## src/rtl/spi_arb_pkg.sv

```systemverilog
// Shared state encoding, widths and byte-select helper for the SPI transaction arbiter.
package spi_arb_pkg;

    typedef enum logic [1:0] {
        IDLE,
        SEND,
        WAIT,
        DONE
    } arb_state_t;

    localparam int BYTES_PER_TXN_DEF = 4;
    localparam int TXN_W             = 32;

    function automatic logic [7:0] byte_sel(input logic [TXN_W-1:0] word, input int unsigned k);
        return word[8*k +: 8];
    endfunction

endpackage

```

## src/rtl/rr_pick.sv

```systemverilog
// Round-robin picker: first requester at or after ptr, wrapping, as one-hot grant plus index.
// Purely combinational, zero latency; grant is all-zero when no request is set.
// No backpressure: the caller decides whether to act on the grant.
module rr_pick #(
    parameter int N  = 3,
    parameter int IW = (N > 1) ? $clog2(N) : 1
) (
    input  logic [N-1:0]  req,
    input  logic [IW-1:0] ptr,
    output logic [N-1:0]  gnt,
    output logic [IW-1:0] idx
);

    always_comb begin
        int cand;
        logic found;
        cand  = 0;
        found = 1'b0;
        gnt   = '0;
        idx   = '0;
        for (int off = 0; off < N; off++) begin
            cand = int'(ptr) + off;
            if (cand >= N) begin
                cand = cand - N;
            end
            if (!found && req[cand]) begin
                found = 1'b1;
                gnt   = N'(1) << cand;
                idx   = IW'(cand);
            end
        end
    end

endmodule

```

## src/rtl/spi_txn_arbiter.sv

```systemverilog
// Shares a byte-serial SPI master among NUM_REQ requesters, one 32-bit transaction per grant.
// Registered outputs: ack one cycle after the IDLE sample, first tx_dv at least one cycle later.
// Each byte waits for a master ready rising edge; a per-byte timeout aborts the transaction.
module spi_txn_arbiter
    import spi_arb_pkg::*;
#(
    parameter int NUM_REQ       = 3,
    parameter int BYTES_PER_TXN = BYTES_PER_TXN_DEF,
    parameter int TIMEOUT_CLKS  = 1024
) (
    input  logic                     clk40M,
    input  logic                     rst,
    input  logic [NUM_REQ-1:0]       req_valid,
    input  logic [NUM_REQ*TXN_W-1:0] req_data,
    output logic [NUM_REQ-1:0]       req_ack,
    output logic [NUM_REQ-1:0]       txn_done,
    output logic                     txn_err,
    output logic [TXN_W-1:0]         rx_data,
    output logic                     busy,
    output logic [7:0]               spi_tx_byte,
    output logic                     spi_tx_dv,
    input  logic                     spi_tx_ready,
    input  logic                     spi_rx_dv,
    input  logic [7:0]               spi_rx_byte
);

    localparam int IW = (NUM_REQ > 1) ? $clog2(NUM_REQ) : 1;
    localparam int BW = (BYTES_PER_TXN > 1) ? $clog2(BYTES_PER_TXN) : 1;
    localparam int CW = $clog2(BYTES_PER_TXN + 1);
    localparam int TW = $clog2(TIMEOUT_CLKS + 1);

    arb_state_t           state_q, state_d;
    logic [IW-1:0]        ptr_q, ptr_d;
    logic [BW-1:0]        idx_q, idx_d;
    logic [CW-1:0]        rx_cnt_q, rx_cnt_d;
    logic [TW-1:0]        tmo_q, tmo_d;
    logic [TXN_W-1:0]     hold_q, hold_d;
    logic [TXN_W-1:0]     acc_q, acc_d;
    logic [TXN_W-1:0]     rx_data_q, rx_data_d;
    logic [NUM_REQ-1:0]   owner_q, owner_d;
    logic [NUM_REQ-1:0]   req_ack_q, req_ack_d;
    logic [NUM_REQ-1:0]   txn_done_q, txn_done_d;
    logic                 txn_err_q, txn_err_d;
    logic                 busy_q, busy_d;
    logic                 tx_dv_q, tx_dv_d;
    logic [7:0]           tx_byte_q, tx_byte_d;
    logic                 ready_dly_q;

    logic [NUM_REQ-1:0]   pick_gnt;
    logic [IW-1:0]        pick_idx;
    logic                 ready_edge;
    logic                 finish;
    logic                 finish_err;

    rr_pick #(.N(NUM_REQ), .IW(IW)) u_pick (
        .req (req_valid),
        .ptr (ptr_q),
        .gnt (pick_gnt),
        .idx (pick_idx)
    );

    always_comb begin
        state_d    = state_q;
        ptr_d      = ptr_q;
        idx_d      = idx_q;
        rx_cnt_d   = rx_cnt_q;
        tmo_d      = tmo_q;
        hold_d     = hold_q;
        acc_d      = acc_q;
        rx_data_d  = rx_data_q;
        owner_d    = owner_q;
        req_ack_d  = '0;
        txn_done_d = '0;
        txn_err_d  = 1'b0;
        busy_d     = busy_q;
        tx_dv_d    = 1'b0;
        tx_byte_d  = tx_byte_q;
        finish     = 1'b0;
        finish_err = 1'b0;
        ready_edge = spi_tx_ready && !ready_dly_q;

        // Capture runs ahead of the state decode so a final-edge MISO byte lands in acc_d.
        if ((state_q == SEND || state_q == WAIT) && spi_rx_dv && (rx_cnt_q < CW'(BYTES_PER_TXN))) begin
            acc_d[8*rx_cnt_q +: 8] = spi_rx_byte;
            rx_cnt_d               = rx_cnt_q + 1'b1;
        end

        case (state_q)
            IDLE: begin
                if (|req_valid) begin
                    req_ack_d = pick_gnt;
                    owner_d   = pick_gnt;
                    hold_d    = req_data[pick_idx*TXN_W +: TXN_W];
                    acc_d     = '0;
                    rx_cnt_d  = '0;
                    idx_d     = '0;
                    tmo_d     = TW'(TIMEOUT_CLKS);
                    ptr_d     = (pick_idx == IW'(NUM_REQ - 1)) ? '0 : pick_idx + 1'b1;
                    busy_d    = 1'b1;
                    state_d   = SEND;
                end
            end
            SEND: begin
                tmo_d = tmo_q - 1'b1;
                if (spi_tx_ready) begin
                    tx_dv_d   = 1'b1;
                    tx_byte_d = byte_sel(hold_q, 32'(idx_q));
                    tmo_d     = TW'(TIMEOUT_CLKS);
                    state_d   = WAIT;
                end else if (tmo_q <= TW'(1)) begin
                    finish     = 1'b1;
                    finish_err = 1'b1;
                end
            end
            WAIT: begin
                tmo_d = tmo_q - 1'b1;
                if (ready_edge) begin
                    if (idx_q == BW'(BYTES_PER_TXN - 1)) begin
                        finish = 1'b1;
                    end else begin
                        idx_d   = idx_q + 1'b1;
                        state_d = SEND;
                    end
                end else if (tmo_q <= TW'(1)) begin
                    finish     = 1'b1;
                    finish_err = 1'b1;
                end
            end
            DONE: begin
                busy_d  = 1'b0;
                state_d = IDLE;
            end
            default: state_d = IDLE;
        endcase

        // Done is flagged on entry so the pulse is visible during the DONE cycle itself.
        if (finish) begin
            txn_done_d = owner_q;
            txn_err_d  = finish_err;
            rx_data_d  = acc_d;
            state_d    = DONE;
        end
    end

    always_ff @(posedge clk40M) begin
        if (rst) begin
            state_q     <= IDLE;
            ptr_q       <= '0;
            idx_q       <= '0;
            rx_cnt_q    <= '0;
            tmo_q       <= '0;
            hold_q      <= '0;
            acc_q       <= '0;
            rx_data_q   <= '0;
            owner_q     <= '0;
            req_ack_q   <= '0;
            txn_done_q  <= '0;
            txn_err_q   <= 1'b0;
            busy_q      <= 1'b0;
            tx_dv_q     <= 1'b0;
            tx_byte_q   <= '0;
            ready_dly_q <= 1'b1;
        end else begin
            state_q     <= state_d;
            ptr_q       <= ptr_d;
            idx_q       <= idx_d;
            rx_cnt_q    <= rx_cnt_d;
            tmo_q       <= tmo_d;
            hold_q      <= hold_d;
            acc_q       <= acc_d;
            rx_data_q   <= rx_data_d;
            owner_q     <= owner_d;
            req_ack_q   <= req_ack_d;
            txn_done_q  <= txn_done_d;
            txn_err_q   <= txn_err_d;
            busy_q      <= busy_d;
            tx_dv_q     <= tx_dv_d;
            tx_byte_q   <= tx_byte_d;
            ready_dly_q <= spi_tx_ready;
        end
    end

    assign req_ack     = req_ack_q;
    assign txn_done    = txn_done_q;
    assign txn_err     = txn_err_q;
    assign rx_data     = rx_data_q;
    assign busy        = busy_q;
    assign spi_tx_dv   = tx_dv_q;
    assign spi_tx_byte = tx_byte_q;

endmodule

```

## config.mk

```make
export PLATFORM = sky130hd
export DESIGN_NAME = spi_txn_arbiter
export DESIGN_NICKNAME = d
export VERILOG_FILES = /design/src/rtl/spi_arb_pkg.sv /design/src/rtl/rr_pick.sv /design/src/rtl/spi_txn_arbiter.sv
export SDC_FILE = /design/constraint.sdc
export NUM_CORES = 1
export LEC_CHECK = 0
export BUFFER_PORTS_ARGS = -buffer_cell sky130_fd_sc_hd__buf_2
export CORE_MARGIN = 5
export CORE_UTILIZATION = 58
export DETAILED_ROUTE_END_ITERATION = 6
export HOLD_SLACK_MARGIN = 0.15
export PLACE_DENSITY = 0.86
export SLEW_MARGIN = 30
export SYNTH_ARGS = -nofsm -noshare
export SYNTH_HDL_FRONTEND = slang
export SYNTH_SLANG_ARGS = --single-unit
```

## constraint.sdc

```tcl
create_clock -name clk40M -period 4 [get_ports clk40M]
set_input_delay 0.8 -clock clk40M [delete_from_list [all_inputs] [get_ports clk40M]]
set_output_delay 0.8 -clock clk40M [all_outputs]
set_load 0.005 [all_outputs]
```

==> results of run 1 <==
[sequential cells by signal (all words and copies together), names as in the netlist, 3 cells and up]
signal,flops
hold_q,32
txn_done,3
rx_cnt_q,3
req_ack,3
tmo_q,11
acc_q,32
rx_data,32
owner_q,3
spi_tx_byte,8
[logic make-up (layout without fill, tap and decap cells)]
group,Yosys count,count (layout),share of synthesized area [%]
multiplexers,107,107,18.5
flip-flops,137,137,41.8
buffers and inverters,67,215,5.04
AND/OR/NAND/NOR,239,239,19.7
adder cells (fa/ha/maj),15,15,2.84
XOR/XNOR,8,8,1.07
AO/OA/AOI/OAI,93,93,11.0
[per-stage QoR]
step / power [uW] / cell area, um^2 / cells / util, %
detailed placement: 3560 / 7330 / 922 / 66.7
floorplan: 3170 / 6560 / 666 / -
global placement: 3470 / 7320 / 922 / 66.7
finish: 5080 / 7900 / 954 / 71.9
CTS: 5060 / 7900 / 954 / 71.9
global route: 5360 / 7900 / 954 / 71.9
[final cells by class]
| class | instances | area, um^2 | area share [%] |
|---|---|---|---|
| clock buffer | 22 | 474 | 6.01 |
| clock inverter | 10 | 93.8 | 1.19 |
| inverter | 17 | 63.8 | 0.808 |
| timing repair buffer | 166 | 848 | 10.7 |
| multi-input combinational | 462 | 3500 | 44.3 |
| tap | 140 | 175 | 2.22 |
| sequential | 137 | 2740 | 34.7 |
[routing by layer]
metal	routed length, um	vias up
met1	7210	2722
li1	-	2676
met3	1170	48
met2	9010	225
met4	571	0
met5	0	-
[worst paths after layout]
path | from | to | cells past startpoint
worst max register to register | rx_cnt_q[0] | rx_data[4] | 8
worst min register to register | spi_tx_byte[6] | spi_tx_byte[6] | 2
worst min-delay path | spi_tx_byte[6] | spi_tx_byte[6] | 2
worst max-delay path | rx_cnt_q[0] | rx_data[4] | 8
[cells in the mapped netlist (all sizes together) (2+ instances only)]
| master | count | area (um^2) |
|---|---|---|
| a211oi | 3 | 22.5 |
| a21oi | 25 | 136 |
| a221oi | 2 | 17.5 |
| a22oi | 3 | 22.5 |
| a31o | 4 | 35.0 |
| buf | 27 | 180 |
| clkbuf | 23 | 86.3 |
| dfxtp | 137 | 2740 |
| ha | 14 | 175 |
| inv | 17 | 63.8 |
| mux2 | 32 | 364 |
| mux2i | 67 | 671 |
| mux4 | 8 | 180 |
| nand2 | 25 | 93.8 |
| nand2b | 2 | 12.5 |
| nand3 | 46 | 230 |
| nand3b | 2 | 18.8 |
| nand4 | 33 | 206 |
| nand4b | 2 | 17.5 |
| nor2 | 59 | 224 |
| nor2b | 36 | 225 |
| nor3 | 6 | 35.0 |
| nor3b | 3 | 22.5 |
| nor4 | 5 | 46.3 |
| nor4bb | 2 | 20.0 |
| o211ai | 33 | 308 |
| o21a | 2 | 15.0 |
| o21ai | 11 | 55.1 |
| o31a | 2 | 17.5 |
| o31ai | 2 | 20.0 |
| or2 | 2 | 12.5 |
| or3 | 4 | 25.0 |
| or3b | 2 | 17.5 |
| or4 | 2 | 18.8 |
| or4b | 2 | 20.0 |
| xnor2 | 4 | 35.0 |
| xor2 | 4 | 35.0 |
[power groups by stage]
stage	registers [uW]	clock network, uW	logic [uW]
after floorplan	1750	0	1420
after global placement	1790	0	1670
after detailed placement	1810	0	1750
after CTS	1790	1510	1770
after global routing	1820	1590	1960
final	1790	1500	1790
[critical path: cells and delay by family, from the launching register on]
family	cells	cell delay, ns
flip-flops	1	0.44
AND/OR/NAND/NOR	3	1.11
adder cells (fa/ha/maj)	2	0.51
multiplexers	2	0.53
buffers and inverters	1	0.12
[layout by cell type, fill, tap and decap left out, types with 3 or more instances in the layout]
master,instances
mux4_2,8
nor3b_1,3
buf_4,7
o211ai_1,21
nand3_1,46
nor3_1,5
nor2_1,58
nor2b_1,36
buf_2,159
inv_1,15
clkinv_2,3
xor2_1,4
xnor2_1,4
dfxtp_1,137
clkbuf_16,17
ha_1,14
nand4_1,33
a22oi_1,3
o21ai_0,10
mux2i_1,67
a211oi_1,3
a21oi_1,24
clkinvlp_4,3
o211ai_2,12
clkbuf_8,3
nand2_1,24
a31o_2,4
mux2_2,31
or3_1,4
nor4_1,4
==> impl_metrics.ini, run 1 <==
[critical_path]
cp_max_fo = 8
start_kind = flip-flop
max_stage_delay_ns = 0.51
worst-r2r-setup-slack_ns = 1.19
path_class = reg -> reg
cp_cell_sequence = inv_1 > ha_1 > ha_1 > or4b_1 > or3_1 > mux2i_1 > nor2_1 > mux2_2
crit_top_cell = ha_1
crit_required_ns = 4.31
crit_arrival_ns = 3.13
cp_slowest_cell = or4b_1
endpoint_kind = flip-flop

[synthesis]
ys_ff_latch = 137
synthesis.area_mm2 = 0.00656
synthArstFlopShare_pct = 0
netlist_instances = 666
synth_cell_type_count = 65
synth_top_flop_cell = dfxtp_1
synth_edf_count = 0
seq_area_frac_synth_pct = 41.8
synth.avg_cell_area_um2 = 9.85
ys_warn_count = 0
synth_nets = 791

[finish]
num-fill-cells = 768
syn_to_final_growth_pct = 20.4
final_nets = 926
drive_above_1_share_pct = 33.0
n_antenna_cell = 0

[power_and_ir_drop]
power.switching_uw = 1850
power_density_mw_per_mm2 = 643
leakage_uw = 0.00338
p_seq_share_pct = 35.3
p_int_uw = 3230
switching_share_pct = 36.4
p_clk_share_pct = 29.4
vdd_ir_drop_max_uv = 608
p_comb_share_pct = 35.2

[global_routing]
grt_first_pass_wirelength_um = 27900
grt_max_degree = 71
grtUsageMet2_pct = 43.5
overflow = 0
gr-usage-met3_pct = 6.01
met1_usage_pct = 34.2
gr-max-usage-layer = met2
grt_pass1_vias = 5584
track_usage_pct = 26.8
grt_antenna_before_repair = 0

[route]
firstDrtPassIters = 5
wl_per_cell_um = 18.8
dr_total_vias = 5671
totalWireLength_um = 18000
ant_nets = 0
drcViolationCount = 0
viasPerCell = 5.94
drtIter0Drc = 541

[placed_design]
port_buffers = 159
dpl.hpwl_um = 12400
dpl_worst_slack_ns = 1.25
routabilityCongestion = 0.929

[clocking]
htreeDepth = 4
numCtsBuffers = 17
cts_root_buf = clkbuf_16
cts_buffer_depth = 2
cts_resized = 0
cts.sinks = 137
insertion_delay_ns = 0.42
hold_buffers = 0
postCtsSetupBuffers = 0
clk_pin_slew_ns = 0.06
cts_tree = yes

[floorplan]
fp.coreArea_mm2 = 0.0110
ios = 160
start_util_pct = 59.7
die_h_um = 116
core.rowCount = 38
die_w_um = 116
dieArea_mm2 = 0.0135

[sta]
tightest_slew_ns = 0.847
tns_ns = 0
maxSlewViolCount = 0
clock.fmax_mhz = 355
min_period_ns = 2.81
rsz0062_at_grt = false
slew_headroom_pct = 43.2
fin_skew_ns = 0.00493
setup_viol = 0
postLayoutSetupSlackWorst_ns = 1.19
finalHoldViolCount = 0
min_period_over_period_pct = 70.4
whs_ns = 0.450

[run]
maxCapViolations = 0

[outcome]
outcome = complete, no violations

[worst_hold_path]
holdCritPathClass = reg -> reg
Note: power is estimated with default switching activity, not from simulation.
==> run 2, diff against run 1 <==
Settings changed: CORE_UTILIZATION 58 to 54, PLACE_DENSITY 0.86 to 0.81.
Clock period 4 ns to 2.9 ns, I/O delays scaled along.
==> run 2 against run 1 <==
Against the previous run: register-to-register slack worse by 0.96 ns; count of clock-buffer cells in the layout decreased by 5; non-clock buffer count is 7 higher; clock power rose by 42%; critical path type unchanged; via count did not move; die area rose by 6.8%; sequential cell count unchanged; total power is 41% higher; global-route usage down 2.2 points; largest cell class unchanged; setup slack got worse by 0.96 ns; critical path depth unchanged; hold slack got worse by 0.042 ns; highest routed layer unchanged.
==> impl_metrics.ini, run 2 (synthesized netlist as in run 1, its figures left out) <==
[sta]
finalHoldViolCount = 0
min_period_over_period_pct = 92.3
tns_ns = 0
maxSlewViolCount = 0
min_period_ns = 2.68
setup_viol = 0
slew_headroom_pct = 55.6
rsz0062_at_grt = false
postLayoutSetupSlackWorst_ns = 0.225
fin_skew_ns = 0.0117
clock.fmax_mhz = 374
tightest_slew_ns = 0.666

[clocking]
cts_root_buf = clkbuf_16
htreeDepth = 4
cts_resized = 0
numCtsBuffers = 17
hold_buffers = 0
insertion_delay_ns = 0.43
cts.sinks = 137
clk_pin_slew_ns = 0.06
postCtsSetupBuffers = 0
cts_buffer_depth = 2
cts_tree = yes

[critical_path]
cp_max_fo = 8
crit_required_ns = 3.22
ff2ff_path_depth = 8
start_kind = flip-flop
path_class = reg -> reg
endpoint_kind = flip-flop
crit_arrival_ns = 2.99

[worst_hold_path]
holdCritPathClass = in -> reg
worstHoldPathCells = 3

[placed_design]
dpl_worst_slack_ns = 0.119
place_area_mm2 = 0.00741
dpl.hpwl_um = 12300
port_buffers = 159
routabilityCongestion = 0.801

[floorplan]
ios = 160
dieArea_mm2 = 0.0145
die_h_um = 120
core.rowCount = 40
start_util_pct = 54.8
fp.coreArea_mm2 = 0.0120
die_w_um = 120

[route]
ant_nets = 0
drtIter0Drc = 446
drcViolationCount = 0
firstDrtPassIters = 7
viasPerCell = 5.86
dr_total_vias = 5671
totalWireLength_um = 17500
wl_per_cell_um = 18.1

[finish]
drive_above_1_share_pct = 33.9
syn_to_final_growth_pct = 22.2
final_nets = 933
n_antenna_cell = 0
num-fill-cells = 918
final_common_cell = buf_2
finish.instance_area_mm2 = 0.00801
final_cell_mix = 159 x buf_2, 137 x dfxtp_1, 67 x mux2i_1, 58 x nor2_1, 46 x nand3_1

[global_routing]
grt_max_degree = 68
grt_pass1_vias = 5720
track_usage_pct = 24.6
overflow = 0
grt_antenna_before_repair = 0
grt_first_pass_wirelength_um = 28700

[run]
maxCapViolations = 0

[power_and_ir_drop]
power_density_mw_per_mm2 = 891
leakage_uw = 0.00344
vdd_ir_drop_max_uv = 640
power.total_uw = 7140

[outcome]
outcome = complete, no violations
==> run 2: changes by cell type in the layout (fill, tap and decap cells not counted), moves of 2 or more <==
cell / before / now
buf_12: 0 / 2
buf_4: 7 / 12
clkbuf_1: 2 / 0
clkbuf_8: 3 / 0
clkinv_2: 3 / 0
clkinv_8: 0 / 4
clkinvlp_4: 3 / 1
inv_6: 1 / 4
inv_8: 0 / 5
==> run 2: final cells by class <==
class / instances / area (um^2) / area share [%]
repair buffers: 173 / 926 / 11.6
inverters: 17 / 63.8 / 0.796
flip-flops and latches: 137 / 2740 / 34.2
clock inverters: 15 / 173 / 2.15
clock buffers: 17 / 425 / 5.31
multi-input cells: 462 / 3500 / 43.7
well taps: 147 / 184 / 2.30
==> run 2: report_power, final <==
group / internal [uW] / switching, uW
clock network: 1160 / 974
registers: 2220 / 242
logic: 1040 / 1500
total: 4420 / 2720
==> run 2: routing by layer <==
layer  vias up  wire [um]  GRT usage [%]
met2       231       8970           41.9
met5         -          0              0
met1      2703       6920           29.9
li1       2700          -              -
met3        37       1180           6.64
met4         0        399           9.21
==> run 2: critical path: stages (launching register included) <==
cell and delay (ns):
dfxtp_1 0.45, inv_1 0.12, ha_1 0.22, ha_1 0.28, or4b_1 0.52, or3_4 0.43, mux2i_1 0.19, nor2_1 0.07
mux2_2 0.28
==> run 2: worst paths after layout <==
check | start | end | slack, ns
max | rx_cnt_q[0] | rx_data[3] | 0.22
min reg2reg | spi_tx_byte[3] | spi_tx_byte[3] | 0.45
max reg2reg | rx_cnt_q[0] | rx_data[3] | 0.22
min | req_data[61] | hold_q[29] | 0.41
==> run 2: stage by stage <==
stage / hold slack [ns] / instances / util, %
floorplan: 0.447 / 666 / -
global placement: 0.448 / 936 / 62.0
detailed placement: 0.446 / 936 / 62.0
CTS: 0.398 / 968 / 67.0
global route: 0.411 / 968 / 67.0
finish: 0.409 / 968 / 67.0
==> run 3, diff against run 2 <==
Settings changed: ABC_AREA set to 1, PLACE_DENSITY 0.81 to 0.8, SKIP_LAST_GASP set to 1.
==> run 3 against run 2 <==
Against the previous run: register-to-register slack better by 0.33 ns; setup slack better by 0.33 ns; highest routed layer unchanged; count of clock-buffer cells in the layout is 1 higher; hold slack worse by 0.0021 ns; synthesized cell count is 50% higher.
==> impl_metrics.ini, run 3 <==
[global_routing]
grt_first_pass_wirelength_um = 29200
overflow = 0
grt_antenna_before_repair = 0
grt_max_degree = 57
track_usage_pct = 24.1
grt_pass1_vias = 6250

[worst_hold_path]
holdPathEnd = ready_dly_q
worstHoldPathCells = 3
holdCritStartpoint = spi_tx_ready
holdCritPathClass = in -> reg

[synthesis]
synth.avg_cell_area_um2 = 6.82
synthesis.area_mm2 = 0.00683
synthArstFlopShare_pct = 0
synth_top_flop_cell = dfxtp_1
yosysMostFrequentCell = nand2_1
synth.largest_area_cell = dfxtp_1
yosysTopAreaCellShare_pct = 40.2
ys_top_cells_by_count = 163 x nand2_1, 137 x dfxtp_1, 134 x inv_1, 120 x nand3_1, 108 x nor2_1
synth.area.top_cells = dfxtp_1 40%, nand2_1 9.0%, nand3_1 8.8%
netlist_instances = 1001
ys_warn_count = 0
ys_ff_latch = 137
synth_cell_type_count = 39
synth_edf_count = 0
seq_area_frac_synth_pct = 40.2
synth_nets = 1126

[critical_path]
worst-r2r-setup-slack_ns = 0.55
ff2ff_path_depth = 12
cp_slowest_cell = dfxtp_1
crit_arrival_ns = 2.66
start_kind = flip-flop
crit_required_ns = 3.21
cp.buffers_inverters = 3
max_stage_delay_ns = 0.43
crit-reg2reg-launch = rx_cnt_q[0]
cp_cell_sequence = inv_2 > ha_1 > ha_1 > inv_1 > nor3_1 > nand3_1 > inv_1 > a21oi_1 > o21ai_0 > nand2_1 > nand2_1 > nor2_1
r2r-end = rx_data[13]
cp_max_fo = 11
cp_top_family = simple AND/OR/NAND/NOR gates
endpoint_kind = flip-flop
path_class = reg -> reg

[placed_design]
place_area_mm2 = 0.00768
routabilityCongestion = 0.890
dpl.hpwl_um = 12700
port_buffers = 159

[finish]
regArea_mm2 = 0.00274
drive_above_1_share_pct = 20.6
final_common_cell = nand2_1
final_cell_mix = 163 x nand2_1, 159 x buf_2, 137 x dfxtp_1, 134 x inv_1, 120 x nand3_1
syn_to_final_growth_pct = 21.0
final_nets = 1260
num-fill-cells = 1154
multiInputGateArea_mm2 = 0.00326
n_antenna_cell = 0
finish.instance_area_mm2 = 0.00827

[route]
drcViolationCount = 0
dr_total_vias = 6863
totalWireLength_um = 18000
firstDrtPassIters = 5
wl_per_cell_um = 13.6
viasPerCell = 5.20
ant_nets = 0
drtIter0Drc = 458

[clocking]
cts_tree = yes
postCtsSetupBuffers = 0
clk_pin_slew_ns = 0.06
insertion_delay_ns = 0.42
numCtsBuffers = 17
cts.sinks = 137
hold_buffers = 0
cts_buffer_depth = 2
cts_root_buf = clkbuf_16
cts_resized = 0
htreeDepth = 4

[floorplan]
start_util_pct = 54.6
die_h_um = 122
core.rowCount = 41
ios = 160
fp.coreArea_mm2 = 0.0125
dieArea_mm2 = 0.0150
die_w_um = 122

[sta]
min_period_over_period_pct = 81.0
clock.fmax_mhz = 425
min_period_ns = 2.35
slew_headroom_pct = 52.0
maxSlewViolCount = 0
tns_ns = 0
rsz0062_at_grt = false
setup_viol = 0
fin_skew_ns = 0.00659
finalHoldViolCount = 0
tightest_slew_ns = 0.719
whs_ns = 0.407

[power_and_ir_drop]
switching_share_pct = 41.5
power.total_uw = 8220
leakage_uw = 0.00414
vdd_ir_drop_max_uv = 557
p_comb_share_pct = 42.3
p_seq_share_pct = 31.8
p_clk_share_pct = 25.8
power_density_mw_per_mm2 = 994
power.switching_uw = 3410
p_int_uw = 4810

[run]
maxCapViolations = 0

[outcome]
outcome = complete, no violations
-- run 3: cell count changes after synthesis, sizes merged, moves of 36 or more --
cell / previous run / this run
nor2: 59 / 110
mux2i: 67 / 0
nand3: 46 / 125
inv: 17 / 146
nor2b: 36 / 0
o21ai: 11 / 107
nand2: 25 / 166
a21oi: 25 / 84
-- run 3: power groups by stage --
| stage | registers, uW | clock network (uW) | logic [uW] |
|---|---|---|---|
| after CTS | 2620 | 2140 | 3480 |
| after global routing | 2660 | 2230 | 3970 |
| final | 2620 | 2120 | 3480 |
| after global placement | 2640 | 0 | 3390 |
| after detailed placement | 2650 | 0 | 3440 |
| after floorplan | 2560 | 0 | 2730 |
-- run 3: metal layers --
metal  track usage (%)  share of wire (%)
met1              30.8                 44
met2              40.1                 48
met3              5.16                6.1
met4              9.03                2.5
met5                 0                  0
-- run 3: worst max path at each step --
stage,startpoint,end,cells after the start
global route,rx_cnt_q[0],rx_data[12],11
finish,rx_cnt_q[0],rx_data[13],12
global placement,req_valid[1],hold_q[2],11
detailed placement,req_valid[1],hold_q[2],11
CTS,rx_cnt_q[0],rx_data[13],12
floorplan,rx_cnt_q[0],rx_data[8],13
-- run 3: cell families after synthesis --
family / synth area share, %
AOI/OAI and AO/OA: 16.3
DFF: 40.2
and+or+nand+nor: 28.7
buffers and inverters: 12.2
xor gates and xnor gates: 0.128
adders and majority gates: 2.56
-- run 3: area by class of cell --
cell class | instances | share of cell area (%)
Multi-Input combinational cell | 660 | 39.5
Sequential cell | 137 | 33.2
Timing Repair Buffer | 172 | 11.0
Inverter | 147 | 6.67
Clock buffer | 18 | 5.31
Tap cell | 172 | 2.60
Clock inverter | 14 | 1.80
-- run 3: worst register-to-register path: cells and delay by family (launching register included) --
family                   cells  cell delay (ns)
buffers and inverters        3             0.45
AO/OA/AOI/OAI                2             0.26
adder cells (fa/ha/maj)      2             0.47
flip-flops                   1             0.43
AND/OR/NAND/NOR              5             0.64
-- run 3: per-stage QoR --
stage,cells,setup WS (ns),utilization (%)
after floorplan,1001,0.937,-
after CTS,1320,0.549,66.0
after detailed placement,1288,0.516,61.3
after global routing,1320,0.329,66.0
final,1320,0.550,66.0
after global placement,1288,0.543,61.3
